`src/rtl/ast_pkg.sv`:
```
// Shared defaults, beat geometry and FSM state type for the Avalon-ST packet framer.
package ast_pkg;
    localparam int DWIDTH_DEF     = 64;
    localparam int EMPTY_W_DEF    = 3;
    localparam int LEN_W_DEF      = 16;
    localparam int BYTES_PER_BEAT = 1 << EMPTY_W_DEF;

    typedef enum logic {
        ST_IDLE = 1'b0,
        ST_SEND = 1'b1
    } state_t;
endpackage

```
`src/rtl/packet_framer.sv`:
```
// Frames raw payload words into Avalon-ST packets from a length/channel command.
// Build option PACKET_FRAMER_STATS_EN adds pkt_cnt_o, a wrapping count of EOP beats taken by the sink.
module packet_framer
    import ast_pkg::*;
#(
    parameter int DWIDTH  = DWIDTH_DEF,
    parameter int EMPTY_W = EMPTY_W_DEF,
    parameter int LEN_W   = LEN_W_DEF
) (
    input  logic               clk_i,
    input  logic               srst_i,
    input  logic [LEN_W-1:0]   cmd_len_i,
    input  logic               cmd_channel_i,
    input  logic               cmd_valid_i,
    output logic               cmd_ready_o,
    input  logic [DWIDTH-1:0]  data_i,
    input  logic               data_valid_i,
    output logic               data_ready_o,
    output logic [DWIDTH-1:0]  ast_data_o,
    output logic               ast_valid_o,
    input  logic               ast_ready_i,
    output logic               ast_startofpacket_o,
    output logic               ast_endofpacket_o,
    output logic [EMPTY_W-1:0] ast_empty_o,
    output logic               ast_channel_o
`ifdef PACKET_FRAMER_STATS_EN
    ,
    output logic [31:0]        pkt_cnt_o
`endif
);
    // One extra bit so that the maximum length rounds up without wrapping.
    localparam int BCNT_W = LEN_W - EMPTY_W + 1;

    state_t             r_state;
    state_t             w_state_nxt;
    logic [BCNT_W-1:0]  r_beats_left;
    logic [EMPTY_W-1:0] r_last_empty;
    logic               r_channel;
    logic               r_first;

    logic [DWIDTH-1:0]  r_ast_data;
    logic               r_ast_valid;
    logic               r_ast_sop;
    logic               r_ast_eop;
    logic [EMPTY_W-1:0] r_ast_empty;
    logic               r_ast_channel;

    logic [LEN_W:0]     w_len_rnd;
    logic [BCNT_W-1:0]  w_cmd_beats;
    logic [EMPTY_W-1:0] w_cmd_empty;
    logic               w_cmd_load;
    logic               w_data_acc;
    logic               w_last_beat;

    assign w_len_rnd   = {1'b0, cmd_len_i} + (LEN_W+1)'((1 << EMPTY_W) - 1);
    assign w_cmd_beats = w_len_rnd[LEN_W:EMPTY_W];
    assign w_cmd_empty = EMPTY_W'(0) - cmd_len_i[EMPTY_W-1:0];

    assign cmd_ready_o  = (r_state == ST_IDLE);
    assign w_cmd_load   = cmd_valid_i & cmd_ready_o & (cmd_len_i != '0);
    // The output stage only takes a word when it is empty or draining, so a stalled EOP is never overwritten.
    assign data_ready_o = (r_state == ST_SEND) & (~r_ast_valid | ast_ready_i);
    assign w_data_acc   = data_valid_i & data_ready_o;
    assign w_last_beat  = (r_beats_left == BCNT_W'(1));

    always_ff @(posedge clk_i or posedge srst_i) begin
        if (srst_i) begin
            r_state <= ST_IDLE;
        end else begin
            r_state <= w_state_nxt;
        end
    end

    always_comb begin
        w_state_nxt = r_state;
        case (r_state)
            ST_IDLE: begin
                if (cmd_valid_i && (cmd_len_i != '0)) begin
                    w_state_nxt = ST_SEND;
                end
            end
            ST_SEND: begin
                if (w_data_acc && w_last_beat) begin
                    w_state_nxt = ST_IDLE;
                end
            end
            default: w_state_nxt = ST_IDLE;
        endcase
    end

    always_ff @(posedge clk_i or posedge srst_i) begin
        if (srst_i) begin
            r_beats_left  <= '0;
            r_last_empty  <= '0;
            r_channel     <= 1'b0;
            r_first       <= 1'b0;
            r_ast_data    <= '0;
            r_ast_valid   <= 1'b0;
            r_ast_sop     <= 1'b0;
            r_ast_eop     <= 1'b0;
            r_ast_empty   <= '0;
            r_ast_channel <= 1'b0;
        end else begin
            if (w_cmd_load) begin
                r_beats_left <= w_cmd_beats;
                r_last_empty <= w_cmd_empty;
                r_channel    <= cmd_channel_i;
                r_first      <= 1'b1;
            end
            if (w_data_acc) begin
                r_ast_data    <= data_i;
                r_ast_valid   <= 1'b1;
                r_ast_sop     <= r_first;
                r_ast_eop     <= w_last_beat;
                r_ast_empty   <= w_last_beat ? r_last_empty : '0;
                r_ast_channel <= r_channel;
                r_first       <= 1'b0;
                r_beats_left  <= r_beats_left - BCNT_W'(1);
            end else if (ast_ready_i) begin
                r_ast_valid <= 1'b0;
            end
        end
    end

    assign ast_data_o          = r_ast_data;
    assign ast_valid_o         = r_ast_valid;
    assign ast_startofpacket_o = r_ast_sop;
    assign ast_endofpacket_o   = r_ast_eop;
    assign ast_empty_o         = r_ast_empty;
    assign ast_channel_o       = r_ast_channel;

`ifdef PACKET_FRAMER_STATS_EN
    logic [31:0] r_pkt_cnt;

    always_ff @(posedge clk_i or posedge srst_i) begin
        if (srst_i) begin
            r_pkt_cnt <= '0;
        end else if (r_ast_valid && ast_ready_i && r_ast_eop) begin
            r_pkt_cnt <= r_pkt_cnt + 32'd1;
        end
    end

    assign pkt_cnt_o = r_pkt_cnt;
`endif
endmodule
```
`config.mk`:
```
export PLATFORM = sky130hd
export DESIGN_NAME = packet_framer
export DESIGN_NICKNAME = d
export VERILOG_FILES = /design/src/rtl/ast_pkg.sv /design/src/rtl/packet_framer.sv
export SDC_FILE = /design/constraint.sdc
export NUM_CORES = 1
export LEC_CHECK = 0
export ABC_AREA = 0
export BUFFER_PORTS_ARGS = -buffer_cell sky130_fd_sc_hd__buf_2
export CORE_MARGIN = 10
export CORE_UTILIZATION = 35
export CTS_CLUSTER_DIAMETER = 80
export CTS_CLUSTER_SIZE = 8
export DETAILED_ROUTE_END_ITERATION = 6
export SETUP_SLACK_MARGIN = 0.3
export SYNTH_ARGS = -nofsm -noshare
export SYNTH_HDL_FRONTEND = slang
export SYNTH_SLANG_ARGS = --single-unit
```
`constraint.sdc`:
```
create_clock -name clk_i -period 2.4 [get_ports clk_i]
set_input_delay 0.12 -clock clk_i [delete_from_list [all_inputs] [get_ports clk_i]]
set_output_delay 0.12 -clock clk_i [all_outputs]
set_load 0.01 [all_outputs]
```
==> results of run 1 <==
-- power by group through the flow --
stage | sequential, W | clock [W] | combinational (W)
6_report | 0.00195 | 0.00146 | 0.000979
5_1_grt | 0.00198 | 0.00159 | 0.00110
4_1_cts | 0.00194 | 0.00150 | 0.000970
2_1_floorplan | 0.00203 | 0 | 0.000398
3_5_place_dp | 0.00197 | 0 | 0.000849
3_3_place_gp | 0.00196 | 0 | 0.000828
-- stage by stage --
step	utilization [%]	total power, W
3_3_place_gp	45.2	0.00279
3_5_place_dp	45.2	0.00282
6_report	54.5	0.00439
5_1_grt	54.5	0.00467
2_1_floorplan	-	0.00243
4_1_cts	54.2	0.00441
-- state kept, by name, summed over array words and instances (netlist names) --
signal,count
ast_channel_o,1
ast_data_o,64
ast_empty_o,3
ast_endofpacket_o,1
ast_startofpacket_o,1
ast_valid_o,1
r_beats_left,14
r_channel,1
r_first,1
r_last_empty,3
r_state,1
-- layer usage --
metal | share of wire (%) | global-route usage (%) | wire length, um
met3 | 7.6 | 5.08 | 936
met5 | 0 | 0 | 0
met2 | 49 | 24.9 | 6000
met4 | 1.9 | 5.89 | 237
met1 | 42 | 18.1 | 5150
-- cell usage after synthesis (2+ instances only) --
cell,n,area share (%)
nand2_1,212,20
dfrtp_1,91,57
clkbuf_1,15,1.4
xnor2_1,13,2.9
nor3_1,10,1.3
nor4_1,9,1.4
inv_1,7,0.66
nor2_1,7,0.66
a21oi_1,5,0.63
nand3_1,5,0.63
o21ai_0,5,0.63
ha_1,4,1.3
mux2_2,4,1.1
nand4_1,4,0.63
or3_1,4,0.63
a22o_1,3,0.66
buf_1,3,0.28
nand2b_1,3,0.47
a21o_1,2,0.38
a22oi_1,2,0.38
and2_1,2,0.32
nor4b_1,2,0.44
o311a_1,2,0.51
o311ai_0,2,0.44
o31a_1,2,0.44
or4_4,2,0.57
xor2_1,2,0.44
-- worst max-delay path by stage --
stage,endpoint,slack [ns],cells after the start
floorplan,r_beats_left[12],0.14,5
global placement,r_beats_left[12],0.24,5
detailed placement,r_beats_left[12],0.21,4
CTS,r_beats_left[12],0.25,4
global route,r_beats_left[12],0.21,4
finish,r_beats_left[12],0.25,4
-- logic make-up (layout without fill, tap and decap cells) --
kind of cell / count (synthesis) / after routing / synth area share [%]
simple gates: 265 / 265 / 28.0
flops: 91 / 91 / 57.4
compound gates: 32 / 32 / 6.00
buf+inv: 27 / 262 / 2.62
xor+xnor: 15 / 15 / 3.31
mux: 5 / 5 / 1.39
fa+ha+maj: 4 / 4 / 1.26
-- cell type report --
class	count	area share [%]
inverters	7	0.502
clock inverters	4	0.795
well taps	140	2.93
clock buffers	12	4.46
repair buffers	239	26.1
flip-flops and latches	91	38.1
multi-input cells	321	27.1
-- what timing repair did --
| item | 4_1_cts | 5_1_grt |
|---|---|---|
| resized for setup | 1 | 4 |
| hold endpoints to repair | 101 | 0 |
| hold buffers | 65 | 0 |
| endpoints found under the setup margin | 5 | 9 |
| pin swaps | 1 | 2 |
| buffers inserted | 3 | 1 |
-- layout by cell type (no fill, tap or decap), drive strengths merged, types with 2 or more instances in the layout --
cell and count:
nand4 4, a22o 3, xnor2 13, ha 4, nor4 9, nand2b 3
nand2 212, mux2 4, or3 4, dfrtp 91, a22oi 2, a21oi 5
and2 3, buf 174, nor2 7, o311a 2, clkinv 2, dlygate4sd3 65
or4 2, a21o 2, o31a 2, o21ai 5, o311ai 2, xor2 2
nor3 10, inv 6, clkbuf 12, nor4b 2, nand3 5, clkinvlp 2
==> flow_summary_export.csv, run 1 <==
group,metric,value,unit
route,routed_wl,12.3,mm
placement,dp_cells,729,
floorplanning,ioPinCount,159,
synth,ys_types,44,
worst_hold_path,hold_class,"input port to flop",
finish,multiInputGateArea,0.00162,mm^2
worst_setup_path,crit_fanout,2,
timing,worst_slack,0.247,ns
synth,mappedNetlistArea,0.00396,mm^2
timing,period_share,89.7,%
timing,slew_headroom,48.1,%
run,maxCapViolCount,0,
timing,tightest_slew,0.779,ns
worst_setup_path,crit_arrival,2.37,ns
finish,fin_cells,814,
worst_setup_path,cp_top_family,"simple AND/OR/NAND/NOR gates",
worst_hold_path,min_to,"r_channel",
synth,netlist_instances,439,
floorplanning,rows,38,
worst_setup_path,cp-end-kind,"flop",
power_and_ir_drop,powerDensity,734,mW/mm^2
status,outcome,"finished, final reports clean",
finish,drive_above_1_share,30.7,%
placement,place_congestion,0.847,
finish,fill_cells,986,
worst_setup_path,r2r-end,"r_beats_left[12]",
floorplanning,fp.coreArea,0.0110,mm^2
route,drt_iter0_drc,155,
power_and_ir_drop,comb_power_share,22.3,%
worst_setup_path,startpoint,"r_beats_left[5]",
route,via_per_inst,4.73,
synth,synth_edf_count,0,
timing,whs,0.0287,ns
worst_setup_path,cp_common_cell,"or4_4",
route,wire_per_inst,15.1,um
global_routing,grt_pass1_vias,3987,
route,first_pass_iters,4,
worst_setup_path,slowest_stage,"or4_4",
timing,min_period,2.15,ns
power_and_ir_drop,power_frac_clock,33.3,%
synth,yosysWarnings,0,
timing,setup_viol,0,
power_and_ir_drop,switching_share,28.8,%
placement,portBuffers,158,
synth,ys_ff_latch,91,
timing,hold_viol_final,0,
clock_network,clk_pin_slew_worst_paths,0.06,ns
synth,async_flop_share,100,%
power_and_ir_drop,p_int,0.00313,W
timing,fmax,465,MHz
synth,synth_nets,529,
clock_network,root_buffer,"clkbuf_16",
finish,fin_nets,759,
route,vias,3848,
floorplanning,dieArea,0.0160,mm^2
clock_network,cts.path.max_buffers,2,
power_and_ir_drop,pwr-share-seq,44.4,%
placement,dp_hpwl,8.34,mm
route,ant_nets,0,
power_and_ir_drop,p_leak,3.13,nW
power_and_ir_drop,p_sw,0.00126,W
worst_hold_path,holdCritStartpoint,"cmd_channel_i",
worst_setup_path,cp_num_buf_inv,0,
worst_setup_path,r2r-start,"r_beats_left[5]",
finish,regArea,0.00228,mm^2
worst_setup_path,r2r_slack,0.25,ns
global_routing,grt_use_total,15.2,%
global_routing,grt_max_degree,55,
placement,dpl_cell_area,0.00496,mm^2
worst_setup_path,start_kind,"flop",
timing,fin_worst_skew,0.00484,ns
timing,slew_viol_final,0,
timing,rsz0062_at_grt,"yes",
global_routing,grt.overflow.total,0,
floorplanning,die-width,126,um
clock_network,cts_max_level,3,
worst_setup_path,cp.required,2.62,ns
worst_setup_path,criticalPathCategory,"flop to flop",
route,drcViolationCount,0,
floorplanning,floorplan.initialDensity,36.1,%
floorplanning,die_h,126,um
clock_network,cts_buffers,9,
worst_setup_path,worstPathCellList,"or4_4 -> or3_4 -> or4_4 -> o221a_2",
finish,antenna_cells,0,
finish,design_area,0.00598,mm^2
worst_hold_path,hold_depth,2,
synth,synth.avg_cell_area,9.03,um^2
worst_setup_path,reg2reg_depth,4,
timing,tns,0,ns
synth,ys_seq_area_share,57.4,%
global_routing,grt_pass1_wl,20.1,mm
synth,synth_ff_type,"dfrtp_1",
clock_network,clkLatencyLatePin,0.33,ns
global_routing,grt_antenna_before_repair,0,
worst_setup_path,max_stage_delay,0.54,ns
clock_network,cts.sinks,91,
placement,dp_slack,0.213,ns
clock_network,cts_tree,"built",
finish,area_delta_synth_final,50.9,%
power_and_ir_drop,irDropWorstVdd,428,uV
(Power assumes the default switching activity.)
==> run 2: changes to the inputs <==
==> constraint.sdc (replaced) <==
create_clock -name clk_i -period 2.4 [get_ports clk_i]
set_input_delay 0.24 -clock clk_i [delete_from_list [all_inputs] [get_ports clk_i]]
set_output_delay 0.24 -clock clk_i [all_outputs]
set_load 0.01 [all_outputs]
==> flow_summary_export.csv, run 2 (same netlist as run 1, synthesis figures left out) <==
group,metric,value,unit
status,outcome,"finished, final reports clean",
floorplanning,die_h,126,um
finish,regArea,0.00228,mm^2
global_routing,grt.overflow.total,0,
clock_network,clkLatencyLatePin,0.33,ns
worst_setup_path,r2r-start,"r_beats_left[3]",
timing,hold_viol_final,0,
clock_network,cts_buffers,9,
finish,layout_common_cells,"nand2_1 (211), buf_2 (158), dfrtp_1 (90)",
power_and_ir_drop,irDropWorstVdd,393,uV
power_and_ir_drop,p_leak,2.85,nW
worst_setup_path,crit_fanout,2,
finish,area_delta_synth_final,34.2,%
timing,slew_viol_final,0,
clock_network,clk_pin_slew_worst_paths,0.06,ns
global_routing,grt_pass1_vias,3631,
worst_hold_path,holdCritStartpoint,"data_i[59]",
worst_hold_path,hold_depth,3,
floorplanning,fp.coreArea,0.0110,mm^2
finish,fin_cells,750,
power_and_ir_drop,powerDensity,788,mW/mm^2
timing,fin_worst_skew,0.00633,ns
timing,slew_headroom,63.8,%
clock_network,root_buffer,"clkbuf_16",
global_routing,grt_use_total,13.8,%
route,drt_iter0_drc,189,
clock_network,cts.sinks,91,
route,vias,3563,
placement,dp_hpwl,8.50,mm
route,ant_nets,0,
global_routing,grt_max_degree,43,
timing,period_share,89.2,%
worst_setup_path,criticalPathCategory,"flop to flop",
timing,rsz0062_at_grt,"yes",
route,first_pass_iters,5,
route,wire_per_inst,15.2,um
route,drcViolationCount,0,
finish,largest_reg_flops,64,
finish,multiInputGateArea,0.00163,mm^2
run,maxCapViolCount,0,
global_routing,grt_pass1_wl,18.5,mm
finish,fin_nets,696,
global_routing,grt_antenna_before_repair,0,
timing,tightest_slew,0.543,ns
worst_setup_path,reg2reg_depth,4,
route,routed_wl,11.4,mm
clock_network,cts.path.max_buffers,2,
clock_network,cts_max_level,3,
floorplanning,ioPinCount,159,
finish,fill_cells,1067,
floorplanning,dieArea,0.0160,mm^2
floorplanning,floorplan.initialDensity,36.1,%
finish,drive_above_1_share,33.6,%
floorplanning,die-width,126,um
worst_setup_path,cp.required,2.61,ns
worst_setup_path,r2r-end,"r_beats_left[12]",
placement,place_congestion,0.794,
finish,final_common_cell,"nand2_1",
timing,fmax,467,MHz
clock_network,cts_tree,"built",
worst_setup_path,cp-end-kind,"flop",
worst_hold_path,hold_class,"input port to flop",
worst_setup_path,start_kind,"flop",
worst_hold_path,min_to,"ast_data_o[59]",
route,via_per_inst,4.75,
placement,dp_cells,729,
timing,setup_viol,0,
timing,tns,0,ns
timing,min_period,2.14,ns
floorplanning,rows,38,
placement,portBuffers,158,
finish,antenna_cells,0,
worst_setup_path,r2r_slack,0.26,ns
worst_setup_path,crit_arrival,2.36,ns
==> run 2: cell types whose count changed in the layout (fill, tap and decap cells not counted) <==
cell and delta:
clkbuf_1 +3, nor4_2 -1, clkinvlp_4 -1, dlygate4sd3_1 -64, dfrtp_2 +1, dfrtp_1 -1, buf_4 +1, nor4_4 +1
clkbuf_8 -3
==> run 2: final cells by class <==
cell class / instances / area share (%)
clock inverter: 3 / 0.752
timing repair buffer: 176 / 17.4
clock buffer: 12 / 4.44
sequential: 91 / 42.8
multi-input combinational: 321 / 30.7
tap: 140 / 3.29
inverter: 7 / 0.564
==> run 2: through the flow <==
stage | worst slack [ns] | hold WS [ns] | instance area (um^2) | total power, W | util (%)
after CTS | 0.261 | 0.0847 | 5280 | 0.00422 | 48.1
after floorplan | 0.139 | 0.345 | 3980 | 0.00243 | -
after global placement | 0.242 | 0.251 | 4960 | 0.00279 | 45.2
final | 0.259 | 0.0967 | 5320 | 0.00419 | 48.5
after detailed placement | 0.200 | 0.257 | 4960 | 0.00282 | 45.2
after global routing | 0.229 | 0.0943 | 5320 | 0.00448 | 48.5
==> run 2: critical path: stages (launching register included) <==
cell and delay, ns:
dfrtp_1 0.38, or4_4 0.54, or3_4 0.34, or4_4 0.49, o221a_2 0.28
==> run 2: layer usage <==
metal	part of all wire, %	vias to the layer above	global-route usage (%)
li1	-	1759	-
met1	43	1667	16.9
met3	8.2	11	4.66
met4	1.4	0	5.76
met2	47	126	21.8
met5	0	-	0
==> run 2: how the worst max path moves through the flow <==
stage	end	start	slack [ns]	depth (start not counted)
floorplan	r_beats_left[12]	r_beats_left[3]	0.14	5
finish	r_beats_left[12]	r_beats_left[3]	0.26	4
CTS	r_beats_left[12]	r_beats_left[3]	0.26	4
global placement	r_beats_left[12]	r_beats_left[3]	0.24	4
global route	r_beats_left[11]	r_beats_left[3]	0.23	6
detailed placement	r_beats_left[10]	r_beats_left[3]	0.20	6
==> run 2: where the power goes <==
group	internal, W	switching, W	total, W
Combinational	0.000400	0.000498	0.000898
Sequential	0.00178	0.000178	0.00196
Clock	0.000799	0.000538	0.00134
==> run 2: repair_timing <==
action / in CTS / in global routing
pin swaps: 2 / 0
hold buffers: 1 / 0
buffers inserted: 3 / 2
setup endpoints to repair: 7 / 9
gates resized for setup: 2 / 5
hold endpoints to repair: 17 / 0
